==> config.mk <==
export PLATFORM = sky130hd
export DESIGN_NAME = lsq_station_flat
export DESIGN_NICKNAME = d
export VERILOG_FILES = /design/src/rtl/lsq_pkg.sv /design/src/rtl/lsq_station_if.sv /design/src/rtl/lsq_match_cmp.sv /design/src/rtl/lsq_station.sv /design/src/flat_wrapper.sv
export SDC_FILE = /design/constraint.sdc
export NUM_CORES = 1
export LEC_CHECK = 0
export CORE_ASPECT_RATIO = 1.2
export CORE_MARGIN = 8
export CORE_UTILIZATION = 40
export CTS_CLUSTER_DIAMETER = 50
export DETAILED_ROUTE_END_ITERATION = 10
export SLEW_MARGIN = 20
export SYNTH_ARGS = -nofsm -noshare
export SYNTH_HDL_FRONTEND = slang
export SYNTH_SLANG_ARGS = --single-unit
==> constraint.sdc <==
create_clock -name clk -period 6.3 [get_ports clk]
set_input_delay 1.26 -clock clk [delete_from_list [all_inputs] [get_ports clk]]
set_output_delay 1.26 -clock clk [all_outputs]
set_load 0.01 [all_outputs]
==> src/rtl/lsq_pkg.sv <==
// Shared defaults and packed-entry layout for the load/store station.
// Offsets are functions of the widths so non-default instances share one layout.
package lsq_pkg;
  localparam int LSQ_DEPTH = 8;
  localparam int LSQ_ROB_W = 4;
  localparam int LSQ_PR_W  = 6;
  localparam int LSQ_IMM_W = 16;

  localparam int OFF_ISLW = 0;
  localparam int OFF_ISST = 1;
  localparam int OFF_ROB  = 2;

  function automatic int off_p_rd(int rob_w);
    return OFF_ROB + rob_w;
  endfunction
  function automatic int off_p_rs(int rob_w, int pr_w);
    return off_p_rd(rob_w) + pr_w;
  endfunction
  function automatic int off_v_rs(int rob_w, int pr_w);
    return off_p_rs(rob_w, pr_w) + pr_w;
  endfunction
  function automatic int off_p_rt(int rob_w, int pr_w);
    return off_v_rs(rob_w, pr_w) + 1;
  endfunction
  function automatic int off_v_rt(int rob_w, int pr_w);
    return off_p_rt(rob_w, pr_w) + pr_w;
  endfunction
  function automatic int off_immed(int rob_w, int pr_w);
    return off_v_rt(rob_w, pr_w) + 1;
  endfunction
  function automatic int off_killed(int rob_w, int pr_w, int imm_w);
    return off_immed(rob_w, pr_w) + imm_w;
  endfunction
  function automatic int entry_w(int rob_w, int pr_w, int imm_w);
    return off_killed(rob_w, pr_w, imm_w) + 1;
  endfunction

  localparam int OFF_P_RD   = off_p_rd(LSQ_ROB_W);
  localparam int OFF_P_RS   = off_p_rs(LSQ_ROB_W, LSQ_PR_W);
  localparam int OFF_V_RS   = off_v_rs(LSQ_ROB_W, LSQ_PR_W);
  localparam int OFF_P_RT   = off_p_rt(LSQ_ROB_W, LSQ_PR_W);
  localparam int OFF_V_RT   = off_v_rt(LSQ_ROB_W, LSQ_PR_W);
  localparam int OFF_IMMED  = off_immed(LSQ_ROB_W, LSQ_PR_W);
  localparam int OFF_KILLED = off_killed(LSQ_ROB_W, LSQ_PR_W, LSQ_IMM_W);
endpackage

==> src/rtl/lsq_station_if.sv <==
// Dispatch, CDB, recovery and head-issue signals of the load/store station.
interface lsq_station_if
  import lsq_pkg::*;
#(
  parameter int DEPTH = LSQ_DEPTH,
  parameter int ROB_W = LSQ_ROB_W,
  parameter int PR_W  = LSQ_PR_W,
  parameter int IMM_W = LSQ_IMM_W
);
  localparam int CW = $clog2(DEPTH) + 1;

  logic             isDispatch;
  logic [ROB_W-1:0] rob_num_dp;
  logic [PR_W-1:0]  p_rd_new, p_rs, p_rt;
  logic             read_rs, read_rt, v_rs, v_rt;
  logic             mem_ren, mem_wen;
  logic [IMM_W-1:0] immed;
  logic             stall_hazard, recover;
  logic [ROB_W-1:0] rob_num_rec;
  logic             complete, RegDest_compl;
  logic [PR_W-1:0]  p_rd_compl;

  logic [PR_W-1:0]  p_rs_out, p_rt_out, p_rd_out;
  logic [IMM_W-1:0] immed_out;
  logic [ROB_W-1:0] rob_num_out;
  logic             RegDest_out, mem_ren_out, mem_wen_out;
  logic             issue, lss_full, lss_empty;
  logic [CW-1:0]    lss_count;

  modport master (
    output isDispatch, rob_num_dp, p_rd_new, p_rs, p_rt, read_rs, read_rt, v_rs, v_rt,
           mem_ren, mem_wen, immed, stall_hazard, recover, rob_num_rec,
           complete, p_rd_compl, RegDest_compl,
    input  p_rs_out, p_rt_out, p_rd_out, immed_out, rob_num_out,
           RegDest_out, mem_ren_out, mem_wen_out, issue, lss_full, lss_empty, lss_count
  );
  modport slave (
    input  isDispatch, rob_num_dp, p_rd_new, p_rs, p_rt, read_rs, read_rt, v_rs, v_rt,
           mem_ren, mem_wen, immed, stall_hazard, recover, rob_num_rec,
           complete, p_rd_compl, RegDest_compl,
    output p_rs_out, p_rt_out, p_rd_out, immed_out, rob_num_out,
           RegDest_out, mem_ren_out, mem_wen_out, issue, lss_full, lss_empty, lss_count
  );
endinterface

==> src/rtl/lsq_match_cmp.sv <==
// Per-entry CDB wakeup and recovery-tag match.
module lsq_match_cmp #(
  parameter int ROB_W = 4,
  parameter int PR_W  = 6
) (
  input  logic             vld,
  input  logic [PR_W-1:0]  p_rs,
  input  logic [PR_W-1:0]  p_rt,
  input  logic [ROB_W-1:0] rob,
  input  logic             cdb_en,
  input  logic [PR_W-1:0]  p_rd_compl,
  input  logic             recover,
  input  logic [ROB_W-1:0] rob_num_rec,
  output logic             wake_rs,
  output logic             wake_rt,
  output logic             kill
);
  assign wake_rs = vld & cdb_en & (p_rs == p_rd_compl);
  assign wake_rt = vld & cdb_en & (p_rt == p_rd_compl);
  assign kill    = vld & recover & (rob == rob_num_rec);
endmodule

==> src/rtl/lsq_station.sv <==
// In-order load/store reservation FIFO with CDB wakeup, tag flush and zero-latency head issue.
module lsq_station
  import lsq_pkg::*;
#(
  parameter int DEPTH = LSQ_DEPTH,
  parameter int ROB_W = LSQ_ROB_W,
  parameter int PR_W  = LSQ_PR_W,
  parameter int IMM_W = LSQ_IMM_W
) (
  input logic         clk,
  input logic         rst,
  lsq_station_if.slave bus
);
  localparam int AW    = $clog2(DEPTH);
  localparam int CW    = AW + 1;
  localparam int O_PRD = off_p_rd(ROB_W);
  localparam int O_PRS = off_p_rs(ROB_W, PR_W);
  localparam int O_VRS = off_v_rs(ROB_W, PR_W);
  localparam int O_PRT = off_p_rt(ROB_W, PR_W);
  localparam int O_VRT = off_v_rt(ROB_W, PR_W);
  localparam int O_IMM = off_immed(ROB_W, PR_W);
  localparam int O_KIL = off_killed(ROB_W, PR_W, IMM_W);
  localparam int EW    = entry_w(ROB_W, PR_W, IMM_W);

  logic [DEPTH-1:0][EW-1:0] ent;
  logic [DEPTH-1:0]         vld, wake_rs, wake_rt, kill;
  logic [AW-1:0]            head, tail;
  logic [CW-1:0]            count;
  logic [EW-1:0]            hd, new_ent;
  logic                     hd_vld, cdb_en, full, write, issue, drop, pop;

  assign hd     = ent[head];
  assign hd_vld = vld[head];
  assign cdb_en = bus.complete & bus.RegDest_compl;
  assign full   = (count == CW'(DEPTH));
  assign write  = bus.isDispatch & ~bus.stall_hazard & ~full & ~bus.recover
                & (bus.mem_ren | bus.mem_wen);
  assign issue  = ~bus.stall_hazard & ~bus.recover & hd_vld & ~hd[O_KIL]
                & hd[O_VRS] & hd[O_VRT];
  // flushed heads retire silently as soon as recovery lifts
  assign drop   = ~bus.recover & hd_vld & hd[O_KIL];
  assign pop    = issue | drop;

  always_comb begin
    new_ent                   = '0;
    new_ent[OFF_ISLW]         = bus.mem_ren;
    new_ent[OFF_ISST]         = bus.mem_wen;
    new_ent[OFF_ROB +: ROB_W] = bus.rob_num_dp;
    new_ent[O_PRD +: PR_W]    = bus.p_rd_new;
    new_ent[O_PRS +: PR_W]    = bus.p_rs;
    new_ent[O_PRT +: PR_W]    = bus.p_rt;
    new_ent[O_IMM +: IMM_W]   = bus.immed;
    new_ent[O_VRS] = bus.v_rs | ~bus.read_rs | (cdb_en & (bus.p_rd_compl == bus.p_rs));
    new_ent[O_VRT] = bus.v_rt | ~bus.read_rt | (cdb_en & (bus.p_rd_compl == bus.p_rt));
  end

  for (genvar g = 0; g < DEPTH; g++) begin : g_cmp
    lsq_match_cmp #(.ROB_W(ROB_W), .PR_W(PR_W)) u_cmp (
      .vld         (vld[g]),
      .p_rs        (ent[g][O_PRS +: PR_W]),
      .p_rt        (ent[g][O_PRT +: PR_W]),
      .rob         (ent[g][OFF_ROB +: ROB_W]),
      .cdb_en      (cdb_en),
      .p_rd_compl  (bus.p_rd_compl),
      .recover     (bus.recover),
      .rob_num_rec (bus.rob_num_rec),
      .wake_rs     (wake_rs[g]),
      .wake_rt     (wake_rt[g]),
      .kill        (kill[g])
    );
  end

  always_ff @(posedge clk) begin
    if (rst) begin
      ent   <= '0;
      vld   <= '0;
      head  <= '0;
      tail  <= '0;
      count <= '0;
    end else begin
      for (int i = 0; i < DEPTH; i++) begin
        if (wake_rs[i]) ent[i][O_VRS] <= 1'b1;
        if (wake_rt[i]) ent[i][O_VRT] <= 1'b1;
        if (kill[i]) begin
          ent[i][O_KIL]    <= 1'b1;
          ent[i][OFF_ISLW] <= 1'b0;
          ent[i][OFF_ISST] <= 1'b0;
        end
      end
      if (pop) begin
        vld[head] <= 1'b0;
        head      <= head + AW'(1);
      end
      // tail slot is never valid when write is allowed, so no wake/kill collision
      if (write) begin
        ent[tail] <= new_ent;
        vld[tail] <= 1'b1;
        tail      <= tail + AW'(1);
      end
      case ({write, pop})
        2'b10:   count <= count + CW'(1);
        2'b01:   count <= count - CW'(1);
        default: count <= count;
      endcase
    end
  end

  assign bus.p_rs_out    = hd[O_PRS +: PR_W];
  assign bus.p_rt_out    = hd[O_PRT +: PR_W];
  assign bus.p_rd_out    = hd[O_PRD +: PR_W];
  assign bus.immed_out   = hd[O_IMM +: IMM_W];
  assign bus.rob_num_out = hd[OFF_ROB +: ROB_W];
  assign bus.RegDest_out = hd[OFF_ISLW];
  assign bus.mem_ren_out = hd[OFF_ISLW];
  assign bus.mem_wen_out = hd[OFF_ISST];
  assign bus.issue       = issue;
  assign bus.lss_full    = full;
  assign bus.lss_empty   = (count == '0);
  assign bus.lss_count   = count;
endmodule

==> src/flat_wrapper.sv <==
// flat-port wrapper written by rule: the top's interface ports become plain ports
module lsq_station_flat import lsq_pkg::*;
#(
  parameter int DEPTH = LSQ_DEPTH,
  parameter int ROB_W = LSQ_ROB_W,
  parameter int PR_W  = LSQ_PR_W,
  parameter int IMM_W = LSQ_IMM_W
)
  (clk, rst, bus_isDispatch, bus_rob_num_dp, bus_p_rd_new, bus_p_rs, bus_p_rt, bus_read_rs, bus_read_rt, bus_v_rs, bus_v_rt, bus_mem_ren, bus_mem_wen, bus_immed, bus_stall_hazard, bus_recover, bus_rob_num_rec, bus_complete, bus_p_rd_compl, bus_RegDest_compl, bus_p_rs_out, bus_p_rt_out, bus_p_rd_out, bus_immed_out, bus_rob_num_out, bus_RegDest_out, bus_mem_ren_out, bus_mem_wen_out, bus_issue, bus_lss_full, bus_lss_empty, bus_lss_count);
  lsq_station_if #(.DEPTH(DEPTH), .ROB_W(ROB_W), .PR_W(PR_W), .IMM_W(IMM_W)) bus_i ();
  input logic clk;
  input logic rst;
  input wire logic [$bits(bus_i.isDispatch)-1:0] bus_isDispatch;
  input wire logic [$bits(bus_i.rob_num_dp)-1:0] bus_rob_num_dp;
  input wire logic [$bits(bus_i.p_rd_new)-1:0] bus_p_rd_new;
  input wire logic [$bits(bus_i.p_rs)-1:0] bus_p_rs;
  input wire logic [$bits(bus_i.p_rt)-1:0] bus_p_rt;
  input wire logic [$bits(bus_i.read_rs)-1:0] bus_read_rs;
  input wire logic [$bits(bus_i.read_rt)-1:0] bus_read_rt;
  input wire logic [$bits(bus_i.v_rs)-1:0] bus_v_rs;
  input wire logic [$bits(bus_i.v_rt)-1:0] bus_v_rt;
  input wire logic [$bits(bus_i.mem_ren)-1:0] bus_mem_ren;
  input wire logic [$bits(bus_i.mem_wen)-1:0] bus_mem_wen;
  input wire logic [$bits(bus_i.immed)-1:0] bus_immed;
  input wire logic [$bits(bus_i.stall_hazard)-1:0] bus_stall_hazard;
  input wire logic [$bits(bus_i.recover)-1:0] bus_recover;
  input wire logic [$bits(bus_i.rob_num_rec)-1:0] bus_rob_num_rec;
  input wire logic [$bits(bus_i.complete)-1:0] bus_complete;
  input wire logic [$bits(bus_i.p_rd_compl)-1:0] bus_p_rd_compl;
  input wire logic [$bits(bus_i.RegDest_compl)-1:0] bus_RegDest_compl;
  output wire logic [$bits(bus_i.p_rs_out)-1:0] bus_p_rs_out;
  output wire logic [$bits(bus_i.p_rt_out)-1:0] bus_p_rt_out;
  output wire logic [$bits(bus_i.p_rd_out)-1:0] bus_p_rd_out;
  output wire logic [$bits(bus_i.immed_out)-1:0] bus_immed_out;
  output wire logic [$bits(bus_i.rob_num_out)-1:0] bus_rob_num_out;
  output wire logic [$bits(bus_i.RegDest_out)-1:0] bus_RegDest_out;
  output wire logic [$bits(bus_i.mem_ren_out)-1:0] bus_mem_ren_out;
  output wire logic [$bits(bus_i.mem_wen_out)-1:0] bus_mem_wen_out;
  output wire logic [$bits(bus_i.issue)-1:0] bus_issue;
  output wire logic [$bits(bus_i.lss_full)-1:0] bus_lss_full;
  output wire logic [$bits(bus_i.lss_empty)-1:0] bus_lss_empty;
  output wire logic [$bits(bus_i.lss_count)-1:0] bus_lss_count;
  assign bus_i.isDispatch = bus_isDispatch;
  assign bus_i.rob_num_dp = bus_rob_num_dp;
  assign bus_i.p_rd_new = bus_p_rd_new;
  assign bus_i.p_rs = bus_p_rs;
  assign bus_i.p_rt = bus_p_rt;
  assign bus_i.read_rs = bus_read_rs;
  assign bus_i.read_rt = bus_read_rt;
  assign bus_i.v_rs = bus_v_rs;
  assign bus_i.v_rt = bus_v_rt;
  assign bus_i.mem_ren = bus_mem_ren;
  assign bus_i.mem_wen = bus_mem_wen;
  assign bus_i.immed = bus_immed;
  assign bus_i.stall_hazard = bus_stall_hazard;
  assign bus_i.recover = bus_recover;
  assign bus_i.rob_num_rec = bus_rob_num_rec;
  assign bus_i.complete = bus_complete;
  assign bus_i.p_rd_compl = bus_p_rd_compl;
  assign bus_i.RegDest_compl = bus_RegDest_compl;
  assign bus_p_rs_out = bus_i.p_rs_out;
  assign bus_p_rt_out = bus_i.p_rt_out;
  assign bus_p_rd_out = bus_i.p_rd_out;
  assign bus_immed_out = bus_i.immed_out;
  assign bus_rob_num_out = bus_i.rob_num_out;
  assign bus_RegDest_out = bus_i.RegDest_out;
  assign bus_mem_ren_out = bus_i.mem_ren_out;
  assign bus_mem_wen_out = bus_i.mem_wen_out;
  assign bus_issue = bus_i.issue;
  assign bus_lss_full = bus_i.lss_full;
  assign bus_lss_empty = bus_i.lss_empty;
  assign bus_lss_count = bus_i.lss_count;
  lsq_station #(.DEPTH(DEPTH), .ROB_W(ROB_W), .PR_W(PR_W), .IMM_W(IMM_W)) u_core (.clk(clk), .rst(rst), .bus(bus_i));
endmodule
# --- After elaboration in Yosys (flattened, before gate mapping) ---
# Index checks and enable logic that the tools add are counted.
totals:
  wordCells: 210
  ff_bits: 362
classes:
  n_bitwise: 69
  n_eq_ne: 29
  n_mux: 80
  add_sub_neg: 4
  n_lt_le_gt_ge: 4
  n_reduce_logical: 4
op_table:
  columns: ["op", "n"]
  rows:
  - ["$bwmux 344", 1]
  - ["$mux 344", 1]
  - ["$bmux 43 s3", 1]
  - ["$demux 43 s3", 1]
  - ["$eq 6x6->1", 18]
  - ["$mux 43", 2]
  - ["$and 1x1->1", 54]
  - ["$mux 1", 51]
  - ["$eq 4x4->1", 8]
  - ["$mux 2", 16]
  - ["$mux 8", 3]
  - ["$and 8x8->8", 1]
  - ["$lt 3x4->1 const B", 2]
  - ["$not 8->8", 1]
  - ["$or 8x8->8", 1]
  - ["$pmux 4 s2", 1]
  - ["$add 3x1->3 const B", 2]
  - ["$demux 1 s3", 2]
  - ["$ge 3x1->1 const B", 2]
  - ["$not 1->1", 6]
  - ["$or 1x1->1", 6]
  - ["$add 4x1->4 const B", 1]
  - ["$eq 4x4->1 const B", 1]
  - ["$logic_not 4->1", 1]
  - ["other kinds (6)", 7]

# --- Depth between registers and ports, before layout ---
# Gate-level depths: netlist of run 1.
logic_depth:
  word_depth: 11
  ltp_mapped: 12
  mapped_depth_nobuf: 11

# --- By module ---
# A second synthesis of run 1 with hierarchy kept.
unflattened:
  cells_unflattened: 2009
  hier_area_um2: 17264.1
by_module_without_submodules:
  columns: ["module", "area_per_inst_um2", "seq_area_each_um2", "cells_each", "n_inst"]
  rows:
  - ["lsq_station", 15702.6, 7247.0, 1825, 1]
  - ["lsq_match_cmp", 195.2, 0.0, 23, 8]

# --- Worst setup path after synthesis of run 1 ---
# No wires, ideal clock.
synth_path:
  path_kind: "input-to-reg"
  start: "input port bus_recover"
  end: "register u_core.count[3] (netlist: u_core.bus.lss_count[3])"
  path_stages: 9
  path_slack_ps: 2956
  required_ps: 6230
  arrival_time_ps: 3273
  setup_ps: 70
  cell_sequence: "or3_1 -> o22a_1 -> a21boi_4 -> ha_1 -> nor4bb_1 -> a21oi_1 -> o21a_1 -> or3_1 -> a21oi_1"
synth_via:
  elab_chain_len: 9
  elab_cells_between_ends: 15
  cone_classes: "eq/ne (2); mux (1); bitwise (11); reduce/logical (1)"
synth_lines:
  columns: ["item", "line", "text"]
  rows:
  - ["start, declared", "flat_wrapper.sv:26", "input wire logic [$bits(bus_i.recover)-1:0] bus_recover;"]
  - ["$not 1->1 (*)", "lsq_station.sv:36, lsq_station.sv:38, lsq_station.sv:41", null]
  - ["$and 1x1->1 (3 in a row)", "lsq_station.sv:38", "assign issue = ~bus.stall_hazard & ~bus.recover & hd_vld & ~hd[O_KIL]"]
  - ["$and 1x1->1 (2 in a row)", "lsq_station.sv:39", "& hd[O_VRS] & hd[O_VRT];"]
  - ["$or 1x1->1", "lsq_station.sv:42", "assign pop = issue | drop;"]
  - ["$eq 2x1->1 or $eq 2x2->1 (tied branches)", "lsq_station.sv:100", "case ({write, pop})"]
  - ["$pmux 4 s2 or $reduce_bool 2->1 (tied branches)", null, null]
  - ["end signal, assigned", "lsq_station.sv:101", "2'b10: count <= count + CW'(1);"]
  - ["end signal, assigned", "lsq_station.sv:102", "2'b01: count <= count - CW'(1);"]
  - ["end signal, assigned", "lsq_station.sv:103", "default: count <= count;"]
  - ["end, declared", "lsq_station.sv:28", "logic [CW-1:0] count;"]
# Mark *: on every way between the ends. The rest lies on a longest branch, timed or not.
# A chain may end at the register's enable or synchronous reset.

# --- Final worst setup path of run 1 ---
layout_path:
  start: "input port bus_recover"
  end: "output port bus_issue"
layout_via:
  elab_chain_len: 6
layout_lines:
  columns: ["item", "line", "text"]
  rows:
  - ["$not 1->1", "lsq_station.sv:38", null]
  - ["$and 1x1->1 (3 in a row)", "lsq_station.sv:38", null]
  - ["$and 1x1->1 (2 in a row)", "lsq_station.sv:39", null]
  - ["end, declared", "flat_wrapper.sv:39", "output wire logic [$bits(bus_i.issue)-1:0] bus_issue;"]
# Every way passes these cells.

==> results of run 1 <==
-- critical path: cells and delay by family --
family                 cells  cell delay (ns)
AND/OR/NAND/NOR            2             0.65
buffers and inverters      2             1.21
AO/OA/AOI/OAI              1             0.29
-- final timing paths --
check	start	endpoint	slack, ns
setup / recovery	bus_recover	bus_issue	1.64
hold / removal	flip-flop	flip-flop	0.45
setup reg to reg	u_core.head[1]	u_core.bus.lss_count[3]	2.66
hold reg to reg	flip-flop	flip-flop	0.45
-- per-stage QoR --
stage	instance area (um2)	cells	utilization (%)	total power [W]	setup slack, ns
after CTS	19900	2579	46.4	0.00508	1.62
after global placement	18400	2502	43.1	0.00262	1.62
after global routing	19900	2581	46.4	0.00520	1.51
after detailed placement	18400	2502	43.1	0.00262	1.63
after floorplan	17400	2016	-	0.00252	2.96
final	19900	2582	46.4	0.00505	1.64
-- power by group --
group	total [W]	internal [W]	switching (W)
logic	0.000263	0.000103	0.000160
clock network	0.00248	0.00150	0.000978
registers	0.00231	0.00230	0.00000910
total	0.00505	0.00390	0.00115
-- cells by family (layout without fill, tap and decap cells) --
logic type	after synthesis	after routing	synth area share, %
buf+inv	220	231	6.20
compound gates	381	381	12.0
simple gates	779	779	18.7
xor+xnor	136	136	6.86
mux	133	133	14.2
fa+ha+maj	5	5	0.360
flops	362	362	41.7
other cells	0	3	0
-- placed cells by master (no fill, tap or decap), types with 19 or more instances in the layout --
cell | netlist | final
xnor2_1 | 63 | 63
a21oi_1 | 326 | 326
clkdlybuf4s50_1 | 0 | 105
xor2_1 | 73 | 73
nor3_1 | 19 | 19
nor4_1 | 19 | 19
buf_4 | 19 | 24
nand2_1 | 637 | 637
nand4_1 | 21 | 21
mux4_2 | 86 | 86
clkbuf_16 | 0 | 45
mux2_2 | 42 | 42
dfxtp_1 | 362 | 360
a211oi_1 | 26 | 26
-- layer usage --
layer  global-route usage, %  vias to the layer above  routed length (um)  part of all wire [%]
met1                    25.7                     7020               22000                    42
met3                    3.06                       76                2980                   5.7
met4                    6.42                        0                1250                   2.4
met5                       0                        -                   0                     0
met2                    34.9                      450               26200                    50
li1                        -                     6771                   -                     -
-- final cells by class --
cell class / count / area (um2)
Fill cell: 4140 / 22900
Tap cell: 552 / 691
Sequential cell: 362 / 7250
Inverter: 19 / 71.3
Clock buffer: 66 / 1290
Timing Repair Buffer: 135 / 1320
Antenna cell: 3 / 7.51
Clock inverter: 11 / 125
Multi-Input combinational cell: 1434 / 9100
==> flow_summary.rst, run 1 <==
.. list-table::
   :header-rows: 1

   * - Metric
     - Value
   * - CTS resizes
     - 0
   * - Max_cap viols
     - 0
   * - Buffers on Ports
     - 108
   * - Number of buffers added for setup after CTS
     - 0
   * - First-pass detailed-route iteration total
     - 5
   * - Wire length per cell after detailed routing
     - 20.3 um
   * - Residual DRC
     - 0
   * - Number of top-level design ports
     - 109
   * - Final slew viol count
     - 0
   * - Ordered cell list for the critical path
     - clkdlybuf4s50_1 > or3_1 > o22a_1 > nor2_1 > clkdlybuf4s50_1
   * - Antenna violations before repair
     - 3
   * - Peak clock frequency supported by timing
     - 214 MHz
   * - Fraction of post-synthesis cell area in the top cell type by area
     - 41.7%
   * - Detailed Route WL
     - 52.4 mm
   * - Cell with the biggest individual delay on the critical path
     - clkdlybuf4s50_1
   * - Peak supply drop
     - 0.197 mV
   * - Power per cell area
     - 254 nW/um2
   * - Worst slew pin tran
     - 1.14 ns
   * - Biggest area contributors in the synthesized netlist
     - dfxtp_1, nand2_1, mux4_2
   * - Total number of placement rows
     - 83
   * - Count of different cell masters after synthesis
     - 52
   * - Die ar.
     - 50400 um2
   * - Number of synthesized flops with an enable pin
     - 0
   * - Post-Route Setup TNS
     - 0 ns
   * - Count of final hold-check violations
     - 0
   * - Clock sink count
     - 362
   * - Worst hold path cell count
     - 2
   * - Critical path endpoint category
     - primary output
   * - Final number of setup-violating endpoints
     - 0
   * - Launching element type of the critical path
     - input port
   * - Leak Pwr
     - 6.39 nW
   * - Die W
     - 206 um
   * - Fraction of registers with async set/reset
     - 0%
   * - Pin count of the biggest net entering global routing
     - 150
   * - Total clock buffers created by CTS
     - 42
   * - GRT Resource Usage Total
     - 20.3%
   * - Crit-path most repeated cell
     - clkdlybuf4s50_1
   * - Initial core utilization
     - 40.6%
   * - Period minus WS final
     - 4.66 ns
   * - Via count of the first global-routing pass
     - 14200
   * - Via-per-instance ratio
     - 5.54
   * - Global-route wire length before repair
     - 81.4 mm
   * - Mapped Cells
     - 2016
   * - Synthesis warning total
     - 0
   * - Post-synthesis sequential area ratio
     - 41.7%
   * - Final Net Count
     - 2060
   * - Final worst-path cycle share
     - 74.0%
   * - Detail Placement HPWL
     - 32.7 mm
   * - Unrepaired setup endpoints after global routing
     - no
   * - Startpoint-to-endpoint class of the critical path
     - input port to primary output
   * - Top cell types by occurrence after synthesis
     - nand2_1, dfxtp_1, a21oi_1
   * - Number of buffers inserted by hold repair at cts
     - 0
   * - CTS Root Buffer Type
     - clkbuf_16
   * - Worst rel slew slack
     - 24.1%
   * - Biggest area consumer among synthesized cells
     - dfxtp_1
   * - TritonCTS clock tree
     - done
   * - Clock slew seen by the registers of the worst setup and hold paths
     - 0.06 ns
   * - Average size of a mapped cell
     - 8.61 um2
   * - Worst Skew
     - 0.0207 ns
   * - RePlAce Congestion
     - 0.836
   * - Core region area
     - 42800 um2
   * - Worst R2R Path Depth
     - 10
   * - Maximum level of the CTS H-tree
     - 2
   * - Status
     - finished, final reports clean
   * - Worst-path maximum fanout
     - 12
   * - Yosys reg bits
     - 362
   * - Final Hold Slack
     - 0.452 ns
   * - Layout cell share with drive strength beyond 1
     - 12.3%
   * - Area growth syn-to-layout
     - 14.3%
   * - Syn nets
     - 2082
   * - Number of nets with antenna violations after routing
     - 0
   * - Post-synth top flop
     - dfxtp_1
   * - Total via count after detailed routing
     - 14300
   * - Remaining Overflow, GRT
     - 0
   * - Clock Path Buffers
     - 3
   * - Required time at the endpoint of the critical path
     - 5.04 ns
   * - Worst hold-check path type
     - flip-flop to flip-flop
   * - Post-Synthesis Cell Area
     - 17400 um2
   * - Initial detailed-routing violation count
     - 1264
   * - Max incr delay on CP
     - 0.63 ns
   * - Most frequently used cell type in the post-synthesis netlist
     - nand2_1
   * - Clock latency on the worst-skew pair
     - 0.55 ns
   * - Critical Path AT
     - 3.40 ns
   * - Die outline height
     - 244 um
(Power assumes the default switching activity.)
==> run 2: changes to the inputs <==
==> constraint.sdc (replaced) <==
create_clock -name clk -period 4.2 [get_ports clk]
set_input_delay 0.84 -clock clk [delete_from_list [all_inputs] [get_ports clk]]
set_output_delay 0.84 -clock clk [all_outputs]
set_load 0.01 [all_outputs]
==> run 2 against run 1 <==
- largest power group unchanged
- largest cell class unchanged
- clock skew down 0.0070 ns
- combinational power up 54%
- sequential share of layout area down 0.29 points
==> flow_summary.rst, run 2 (synthesis results as in run 1) <==
.. list-table::
   :header-rows: 1

   * - Metric
     - Value
   * - Status
     - finished, final reports clean
   * - Count of final hold-check violations
     - 0 (unchanged)
   * - Period minus WS final
     - 4.07 ns
   * - Worst rel slew slack
     - 21.1% (-3.0 points)
   * - Final worst-path cycle share
     - 97.0%
   * - Power per cell area
     - 371 nW/um2 (+46%)
   * - GR Layer Usage met3
     - 3.64% (+0.58 points)
   * - Worst Skew
     - 0.0138 ns (-0.00696 ns)
   * - CTS Root Buffer Type
     - clkbuf_16
   * - Number of top-level design ports
     - 109 (unchanged)
   * - Clock sink count
     - 362 (unchanged)
   * - Maximum level of the CTS H-tree
     - 2 (unchanged)
   * - Pin count of the biggest net entering global routing
     - 156 (+4.0%)
   * - Post-route core utilization
     - 46.8% (+0.37 points)
   * - Detail Placement HPWL
     - 34.7 mm (+6.1%)
   * - Peak clock frequency supported by timing
     - 245 MHz
   * - Crit Reg-Reg Startpoint
     - u_core.head[2]
   * - Clock latency on the worst-skew pair
     - 0.55 ns (about the same)
   * - Via-per-instance ratio
     - 5.60 (+1.1%)
   * - Launching element type of the critical path
     - flip-flop
   * - Max_cap viols
     - 0 (unchanged)
   * - Antenna violations before repair
     - 2 (-1)
   * - Global-route wire length before repair
     - 85.3 mm (+4.8%)
   * - Die outline height
     - 244 um (unchanged)
   * - Clock Path Buffers
     - 3 (unchanged)
   * - Buffers on Ports
     - 108 (unchanged)
   * - Commonest cells after routing, fill and taps aside
     - nand2_1, dfxtp_1, a21oi_1, clkdlybuf4s50_1, mux4_2
   * - Initial core utilization
     - 40.6% (unchanged)
   * - Leading cell type in the layout, fill and taps excluded
     - nand2_1
   * - Met2 usage in global routing
     - 36.6% (+1.7 points)
   * - Grt peak-use layer
     - met2
   * - Post-Route Setup TNS
     - 0 ns (unchanged)
   * - Worst hold-check path type
     - flip-flop to flip-flop
   * - Remaining Overflow, GRT
     - 0 (unchanged)
   * - Final slew viol count
     - 0 (unchanged)
   * - Unrepaired setup endpoints after global routing
     - no
   * - Worst setup slack before clock tree synthesis
     - 0.483 ns (-1.15 ns)
   * - First-pass detailed-route iteration total
     - 5 (unchanged)
   * - Total via count after detailed routing
     - 14600 (+1.6%)
   * - Wire length per cell after detailed routing
     - 21.2 um (+4.5%)
   * - Die ar.
     - 50400 um2 (unchanged)
   * - RePlAce Congestion
     - 0.880 (+5.3%)
   * - Total number of placement rows
     - 83 (unchanged)
   * - Area growth syn-to-layout
     - 15.2%
   * - Final Net Count
     - 2079 (+0.92%)
   * - Detailed Route WL
     - 55.1 mm (+5.1%)
   * - Leak Pwr
     - 6.48 nW (+1.4%)
   * - Final standard cell count with taps included and fillers excluded
     - 2597 (+0.58%)
   * - Final number of setup-violating endpoints
     - 0 (unchanged)
   * - Residual DRC
     - 0 (unchanged)
   * - Peak supply drop
     - 0.262 mV (+33%)
   * - Initial detailed-routing violation count
     - 1213 (-4.0%)
   * - Number of buffers added for setup after CTS
     - 0 (unchanged)
   * - Fraction of met1 tracks used by global routing
     - 26.4% (+0.76 points)
   * - GRT Resource Usage Total
     - 21.4% (+1.2 points)
   * - Required time at the endpoint of the critical path
     - 3.36 ns (-1.68 ns)
   * - Via count of the first global-routing pass
     - 14700 (+3.3%)
   * - Total clock buffers created by CTS
     - 42 (unchanged)
   * - Die W
     - 206 um (unchanged)
   * - Number of buffers inserted by hold repair at cts
     - 0 (unchanged)
   * - Startpoint-to-endpoint class of the critical path
     - flip-flop to primary output
   * - TritonCTS clock tree
     - done
   * - Critical path endpoint category
     - primary output
   * - Total instance count after detailed placement
     - 2521 (+0.76%)
   * - Startpoint of the most critical setup path
     - u_core.head[2]
   * - Crit path setup slack, layout
     - 0.125 ns (-1.51 ns)
   * - Clock slew seen by the registers of the worst setup and hold paths
     - 0.06 ns (about the same)
   * - CTS resizes
     - 0 (unchanged)
   * - Number of nets with antenna violations after routing
     - 0 (unchanged)
   * - Layout cell share with drive strength beyond 1
     - 13.0% (+0.69 points)
   * - Worst-path maximum fanout
     - 70 (+58)
   * - Critical Path AT
     - 3.23 ns (-0.17 ns)
   * - Core region area
     - 42800 um2 (unchanged)
   * - Worst slew pin tran
     - 1.18 ns (+0.0450 ns)
   * - Final Hold Slack
     - 0.453 ns (+0.000328 ns)
run 2: cell types whose count changed in the layout (fill, tap and decap cells not counted), moves of 2 or more:
| cell | previous run | this run |
|---|---|---|
| inv_6 | 0 | 5 |
| clkinvlp_4 | 4 | 2 |
| buf_4 | 24 | 36 |
| buf_12 | 3 | 10 |
| buf_2 | 2 | 0 |
| clkdlybuf4s50_1 | 105 | 107 |
| clkbuf_16 | 45 | 42 |
| clkbuf_1 | 12 | 10 |
run 2: worst paths after layout:
path | depth (start not counted) | to | slack (ns)
max | 4 | bus_p_rd_out[3] | 0.13
min | 2 | flip-flop | 0.45
max reg2reg | 9 | u_core.bus.lss_count[3] | 0.69
min reg2reg | 2 | flip-flop | 0.45
run 2: stage by stage:
stage / instance area [um2] / power, W
final: 20000 / 0.00743
after global routing: 20000 / 0.00766
after CTS: 20000 / 0.00748
after detailed placement: 18700 / 0.00394
after global placement: 18700 / 0.00394
after floorplan: 17400 / 0.00379
run 2: critical path, stage by stage, from the launching register on:
cell,delay [ns]
dfxtp_4,1.13
buf_4,0.40
mux4_2,0.33
mux2_2,0.31
clkdlybuf4s50_1,0.49
run 2: layout make-up:
type                    count  area [um2]
fillers                  4152       22800
multi-input cells        1434        9100
flip-flops and latches    362        7250
repair buffers            154        1560
clock buffers              60        1200
well taps                 552         691
clock inverters            14         138
inverters                  19        71.3
diodes                      2        5.00
run 2: power breakdown:
group / switching (W) / total (W) / leakage [nW] / internal [W]
clock: 0.00149 / 0.00356 / 0.651 / 0.00206
combinational: 0.000243 / 0.000405 / 2.91 / 0.000162
sequential: 0.0000147 / 0.00346 / 2.92 / 0.00345
total: 0.00175 / 0.00742 / 6.48 / 0.00567
run 2: per-layer routing:
metal,part of all wire [%],wire length [um]
met1,41,22300
met2,49,27200
met3,6.8,3720
met4,3.4,1890
met5,0,0
==> run 3: changes to the inputs <==
==> constraint.sdc (replaced) <==
create_clock -name clk -period 3.79 [get_ports clk]
set_input_delay 0.758 -clock clk [delete_from_list [all_inputs] [get_ports clk]]
set_output_delay 0.758 -clock clk [all_outputs]
set_load 0.01 [all_outputs]
==> run 3 against run 2 <==
- clock skew up 0.0043 ns
- first-iteration DRC count about the same
- design area up 1.4%
- non-clock buffer count up 15
- total power up 13%
- cell count up 0.54%
- critical path type unchanged
- largest cell class unchanged
==> flow_summary.rst, run 3 (synthesis results as in run 1) <==
.. list-table::
   :header-rows: 1

   * - Metric
     - Value
   * - Initial detailed-routing violation count
     - 1212 (-0.082%)
   * - Final number of setup-violating endpoints
     - 0 (unchanged)
   * - Die outline height
     - 244 um (unchanged)
   * - Clock latency on the worst-skew pair
     - 0.55 ns (about the same)
   * - Critical Path AT
     - 2.86 ns (-0.37 ns)
   * - Via count of the first global-routing pass
     - 14600 (-0.34%)
   * - Worst rel slew slack
     - 41.1% (+20 points)
   * - Clock slew seen by the registers of the worst setup and hold paths
     - 0.07 ns (about the same)
   * - Leading cell type in the layout, fill and taps excluded
     - nand2_1
   * - Via-per-instance ratio
     - 5.51 (-1.6%)
   * - Commonest cells after routing, fill and taps aside
     - nand2_1, dfxtp_1, a21oi_1, clkdlybuf4s50_1, mux4_2
   * - First-pass detailed-route iteration total
     - 5 (unchanged)
   * - Residual DRC
     - 0 (unchanged)
   * - Total of fill cells in the finished design
     - 4075 (-1.9%)
   * - Number of buffers inserted by hold repair at cts
     - 0 (unchanged)
   * - Launching element type of the critical path
     - flip-flop
   * - Total number of placement rows
     - 83 (unchanged)
   * - Number of nets with antenna violations after routing
     - 0 (unchanged)
   * - CTS Root Buffer Type
     - clkbuf_16
   * - GRT Resource Usage Total
     - 21.5% (+0.054 points)
   * - Number of buffers added for setup after CTS
     - 0 (unchanged)
   * - Power per cell area
     - 415 nW/um2 (+12%)
   * - CTS resizes
     - 0 (unchanged)
   * - Number of top-level design ports
     - 109 (unchanged)
   * - Wire length per cell after detailed routing
     - 21.0 um (-1.1%)
   * - RePlAce Congestion
     - 0.841 (-4.5%)
   * - Critical path endpoint category
     - primary output
   * - Status
     - finished, final reports clean
   * - Period minus WS final
     - 3.61 ns
   * - Global-route wire length before repair
     - 85.5 mm (+0.23%)
   * - Buffers on Ports
     - 108 (unchanged)
   * - Die ar.
     - 50400 um2 (unchanged)
   * - Final Net Count
     - 2092 (+0.63%)
   * - Max_cap viols
     - 0 (unchanged)
   * - Worst Skew
     - 0.0181 ns (+0.00434 ns)
   * - Worst slew pin tran
     - 0.883 ns (-0.301 ns)
   * - Initial core utilization
     - 40.6% (unchanged)
   * - Remaining Overflow, GRT
     - 0 (unchanged)
   * - Die W
     - 206 um (unchanged)
   * - Post-Route Setup TNS
     - 0 ns (unchanged)
   * - Area taken by flip-flops and latches
     - 7250 um2 (unchanged)
   * - Worst hold-check path type
     - flip-flop to flip-flop
   * - Final slew viol count
     - 0 (unchanged)
   * - Area growth syn-to-layout
     - 16.9%
   * - Required time at the endpoint of the critical path
     - 3.03 ns (-0.33 ns)
   * - Final worst-path cycle share
     - 95.3%
   * - Leak Pwr
     - 6.62 nW (+2.3%)
   * - Layout cell share with drive strength beyond 1
     - 13.9% (+0.84 points)
   * - Maximum level of the CTS H-tree
     - 2 (unchanged)
   * - Count of final hold-check violations
     - 0 (unchanged)
   * - Startpoint-to-endpoint class of the critical path
     - flip-flop to primary output
   * - Ordered cell list for the critical path
     - buf_12 > mux4_2 > mux2_2 > clkdlybuf4s50_1
   * - Worst setup slack before clock tree synthesis
     - 0.336 ns (-0.147 ns)
   * - Power, Total
     - 0.00843 W (+13%)
   * - Total via count after detailed routing
     - 14400 (-1.1%)
   * - Total buffers and inverters traversed by the critical path
     - 2 (unchanged)
   * - Core region area
     - 42800 um2 (unchanged)
   * - Worst-path maximum fanout
     - 39 (-44%)
   * - Detail Placement HPWL
     - 34.8 mm (+0.23%)
   * - Peak clock frequency supported by timing
     - 277 MHz
   * - Total clock buffers created by CTS
     - 40 (-4.8%)
   * - Unrepaired setup endpoints after global routing
     - no
   * - TritonCTS clock tree
     - done
   * - Clock Path Buffers
     - 3 (unchanged)
   * - Pin count of the biggest net entering global routing
     - 119 (-24%)
   * - Area used by multi-input combinational logic
     - 9100 um2 (about the same)
   * - Peak supply drop
     - 0.289 mV (+10%)
   * - Largest delay contributor family on the critical path
     - multiplexers
   * - Clock sink count
     - 362 (unchanged)
   * - Cell with the biggest individual delay on the critical path
     - mux4_2
   * - Max incr delay on CP
     - 0.56 ns (-0.57 ns)
   * - Crit path setup slack, layout
     - 0.177 ns (+0.0513 ns)
   * - Antenna violations before repair
     - 2 (unchanged)
   * - Detailed Route WL
     - 54.8 mm (-0.54%)
[run 3: cell count changes in the layout (fill, tap and decap cells not counted), moves of 4 or more]
cell,before,now
inv_6,5,1
clkbuf_8,8,15
buf_4,36,45
buf_12,10,16
clkbuf_1,10,5
[run 3: worst reg2reg max path, stage by stage, from the launching register on]
cell and delay [ns]:
dfxtp_4 0.55, mux4_2 0.56, mux2i_1 0.29, or2_2 0.23, a21boi_4 0.07, buf_4 0.18, ha_1 0.22, nor4bb_1 0.29
a21oi_1 0.08, o21a_1 0.19, or3_1 0.30, a21oi_1 0.14
[run 3: path summary, 6_finish.rpt]
| kind | from | to | slack (ns) | cells past startpoint |
|---|---|---|---|---|
| worst max-delay path | u_core.head[0] | bus_immed_out[12] | 0.18 | 4 |
| worst max register to register | u_core.head[0] | u_core.bus.lss_count[3] | 0.62 | 11 |
| worst min register to register | flip-flop | flip-flop | 0.45 | 2 |
| worst min-delay path | flip-flop | flip-flop | 0.45 | 2 |
[run 3: metrics by stage]
step	hold slack (ns)	cells	cell area [um2]	utilization, %
2_1_floorplan	0.431	2016	17400	-
3_3_place_gp	0.439	2536	18800	44.1
6_report	0.451	2611	20300	47.4
3_5_place_dp	0.445	2536	18900	44.1
4_1_cts	0.454	2609	20300	47.4
5_1_grt	0.467	2611	20300	47.4
[run 3: final cells by class]
type	instances	area share [%]
multi-input cells	1434	44.8
flip-flops and latches	362	35.7
repair buffers	169	8.59
clock buffers	62	6.29
well taps	552	3.40
clock inverters	11	0.801
inverters	19	0.351
diodes	2	0.0247
[run 3: where the power goes]
group	switching (W)	internal, W
clock	0.00165	0.00248
sequential	0.0000169	0.00382
combinational	0.000268	0.000187
total	0.00194	0.00649
[run 3: per-layer routing]
metal  routed length (um)  GRT usage (%)  vias up  part of all wire, %
met5                    0              0        -                    0
met4                 1300           6.54        0                  2.4
met3                 3290           3.44       81                  6.0
met2                27900           37.7      446                   51
met1                22300           26.7     7032                   41
li1                     -              -     6835                    -
==> edit, RTL diff (settings of run 3) <==
Compare `count` against `CW'(DEPTH)` with >= in place of ==.
--- a/src/rtl/lsq_station.sv
+++ b/src/rtl/lsq_station.sv
@@ -32,7 +32,7 @@
   assign hd     = ent[head];
   assign hd_vld = vld[head];
   assign cdb_en = bus.complete & bus.RegDest_compl;
-  assign full   = (count == CW'(DEPTH));
+  assign full   = (count >= CW'(DEPTH));
   assign write  = bus.isDispatch & ~bus.stall_hazard & ~full & ~bus.recover
                 & (bus.mem_ren | bus.mem_wen);
   assign issue  = ~bus.stall_hazard & ~bus.recover & hd_vld & ~hd[O_KIL]
Formal check against the unedited RTL: same outputs for any inputs over 4 cycles, from zero or initial values and one cycle with rst high; that may be too few to reach the edited logic, so the function may still have changed.
==> edit against run 3 <==
Final area up 0.67%; cell count up 1.5%; synthesized cell count increased by 1.2%; setup slack worse by 0.033 ns; count of clock-buffer cells in the layout stayed put; sequential cell count stayed put; sequential power up 1%; routed wire length up 1.0%; total power up 3.9%; area after synthesis grew 0.39%; first-iteration DRC count shrank 1.4%; sequential share of layout area shrank 0.23 points; largest cell class unchanged; largest power group unchanged.
==> edit: results (changes against run 3) <==
post-synthesis adder-cell area fraction = 0.003588 (was 0.003602)
DRT iter0 DRCs = 1,195 (was 1,212)
Worst EP arrival = 2.89 ns (was 2.86 ns)
total track usage = 0.2174 (was 0.2150)
post-synthesis cell type count = 58 (was 52)
XOR/XNOR Fraction of Synth Area = 0.06531 (was 0.06859)
initial antenna violation count = 1 (was 2)
DP Area = 19,010 sq um (was 18,860 sq um)
worst relative slew slack = 0.4138 (was 0.4113)
Placer Congestion = 0.8837 (was 0.8405)
CP max stage delay = 0.64 ns (was 0.56 ns)
Critical Path Start = u_core.head[2] (was u_core.head[0])
R2R cell count = 13 (was 11)
Synth Area in Compound Gates = 0.1336 (was 0.1200)
R2R Path End = u_core.bus.lss_count[2] (was u_core.bus.lss_count[3])
GR Util met2 = 0.3705 (was 0.3768)
gate family responsible for the most delay along the worst path = buffers and inverters (was multiplexers)
Met2 Wirelength = 27,500 um (was 27,920 um)
Synth area leaders = dfxtp_1, nand2_1, mux4_2, a21oi_1, xor2_1 (unchanged)
Sequential Power Share = 0.443 (was 0.456)
Pint = 6.562 mW (was 6.487 mW)
grt met3 use = 0.03166 (was 0.03439)
M1 WL = 22,790 um (was 22,290 um)
top cells by count, synth = nand2_1, dfxtp_1, a21oi_1 (unchanged)
status = finished, final reports clean (unchanged)
P_leak = 6.699 nW (was 6.622 nW)
total length of routed met3 wires = 3540 um (was 3294 um)
Filler cells = 4,132 (was 4,075)
r2r startpoint = u_core.head[1] (was u_core.head[0])
Clk. pwr = 4.08 mW (was 4.13 mW)
FF-to-FF setup slack = 0.56 ns (was 0.62 ns)
crit path to = bus_issue (was bus_immed_out[12])
Post-Route WL = 55,370 um (was 54,800 um)
drt pass-1 iters = 8 (was 5)
GR Layer Usage met1 = 0.2779 (was 0.2667)
Routed WL per cell = 20.89 um (was 20.99 um)
[edit: changes by cell type in the layout (fill, tap and decap cells not counted), sizes merged, moves of 11 or more]
| cell | delta |
|---|---|
| nor2 | +23 |
| xnor2 | -18 |
| nor2b | +15 |
| nand4 | -13 |
| xor2 | +12 |
| a22oi | +11 |
[edit: stage by stage]
stage	utilization	total power, mW	setup WS [ns]	hold slack (ns)
final	0.4709	8.755	0.1434	0.4524
after global routing	0.4709	9.028	0.01419	0.4696
after CTS	0.4703	8.814	0.03968	0.4526
after detailed placement	0.4380	4.754	0.3692	0.4455
after global placement	0.4380	4.750	0.4114	0.4385
after floorplan	-	4.468	0.7170	0.4284
[edit: final cells by class]
class / count / area share
antenna: 1 / 0.0001224
clock buffer: 62 / 0.06159
clock inverter: 13 / 0.007101
inverter: 18 / 0.003306
multi-input combinational: 1463 / 0.4519
sequential: 362 / 0.3550
tap: 559 / 0.03422
timing repair buffer: 173 / 0.08675
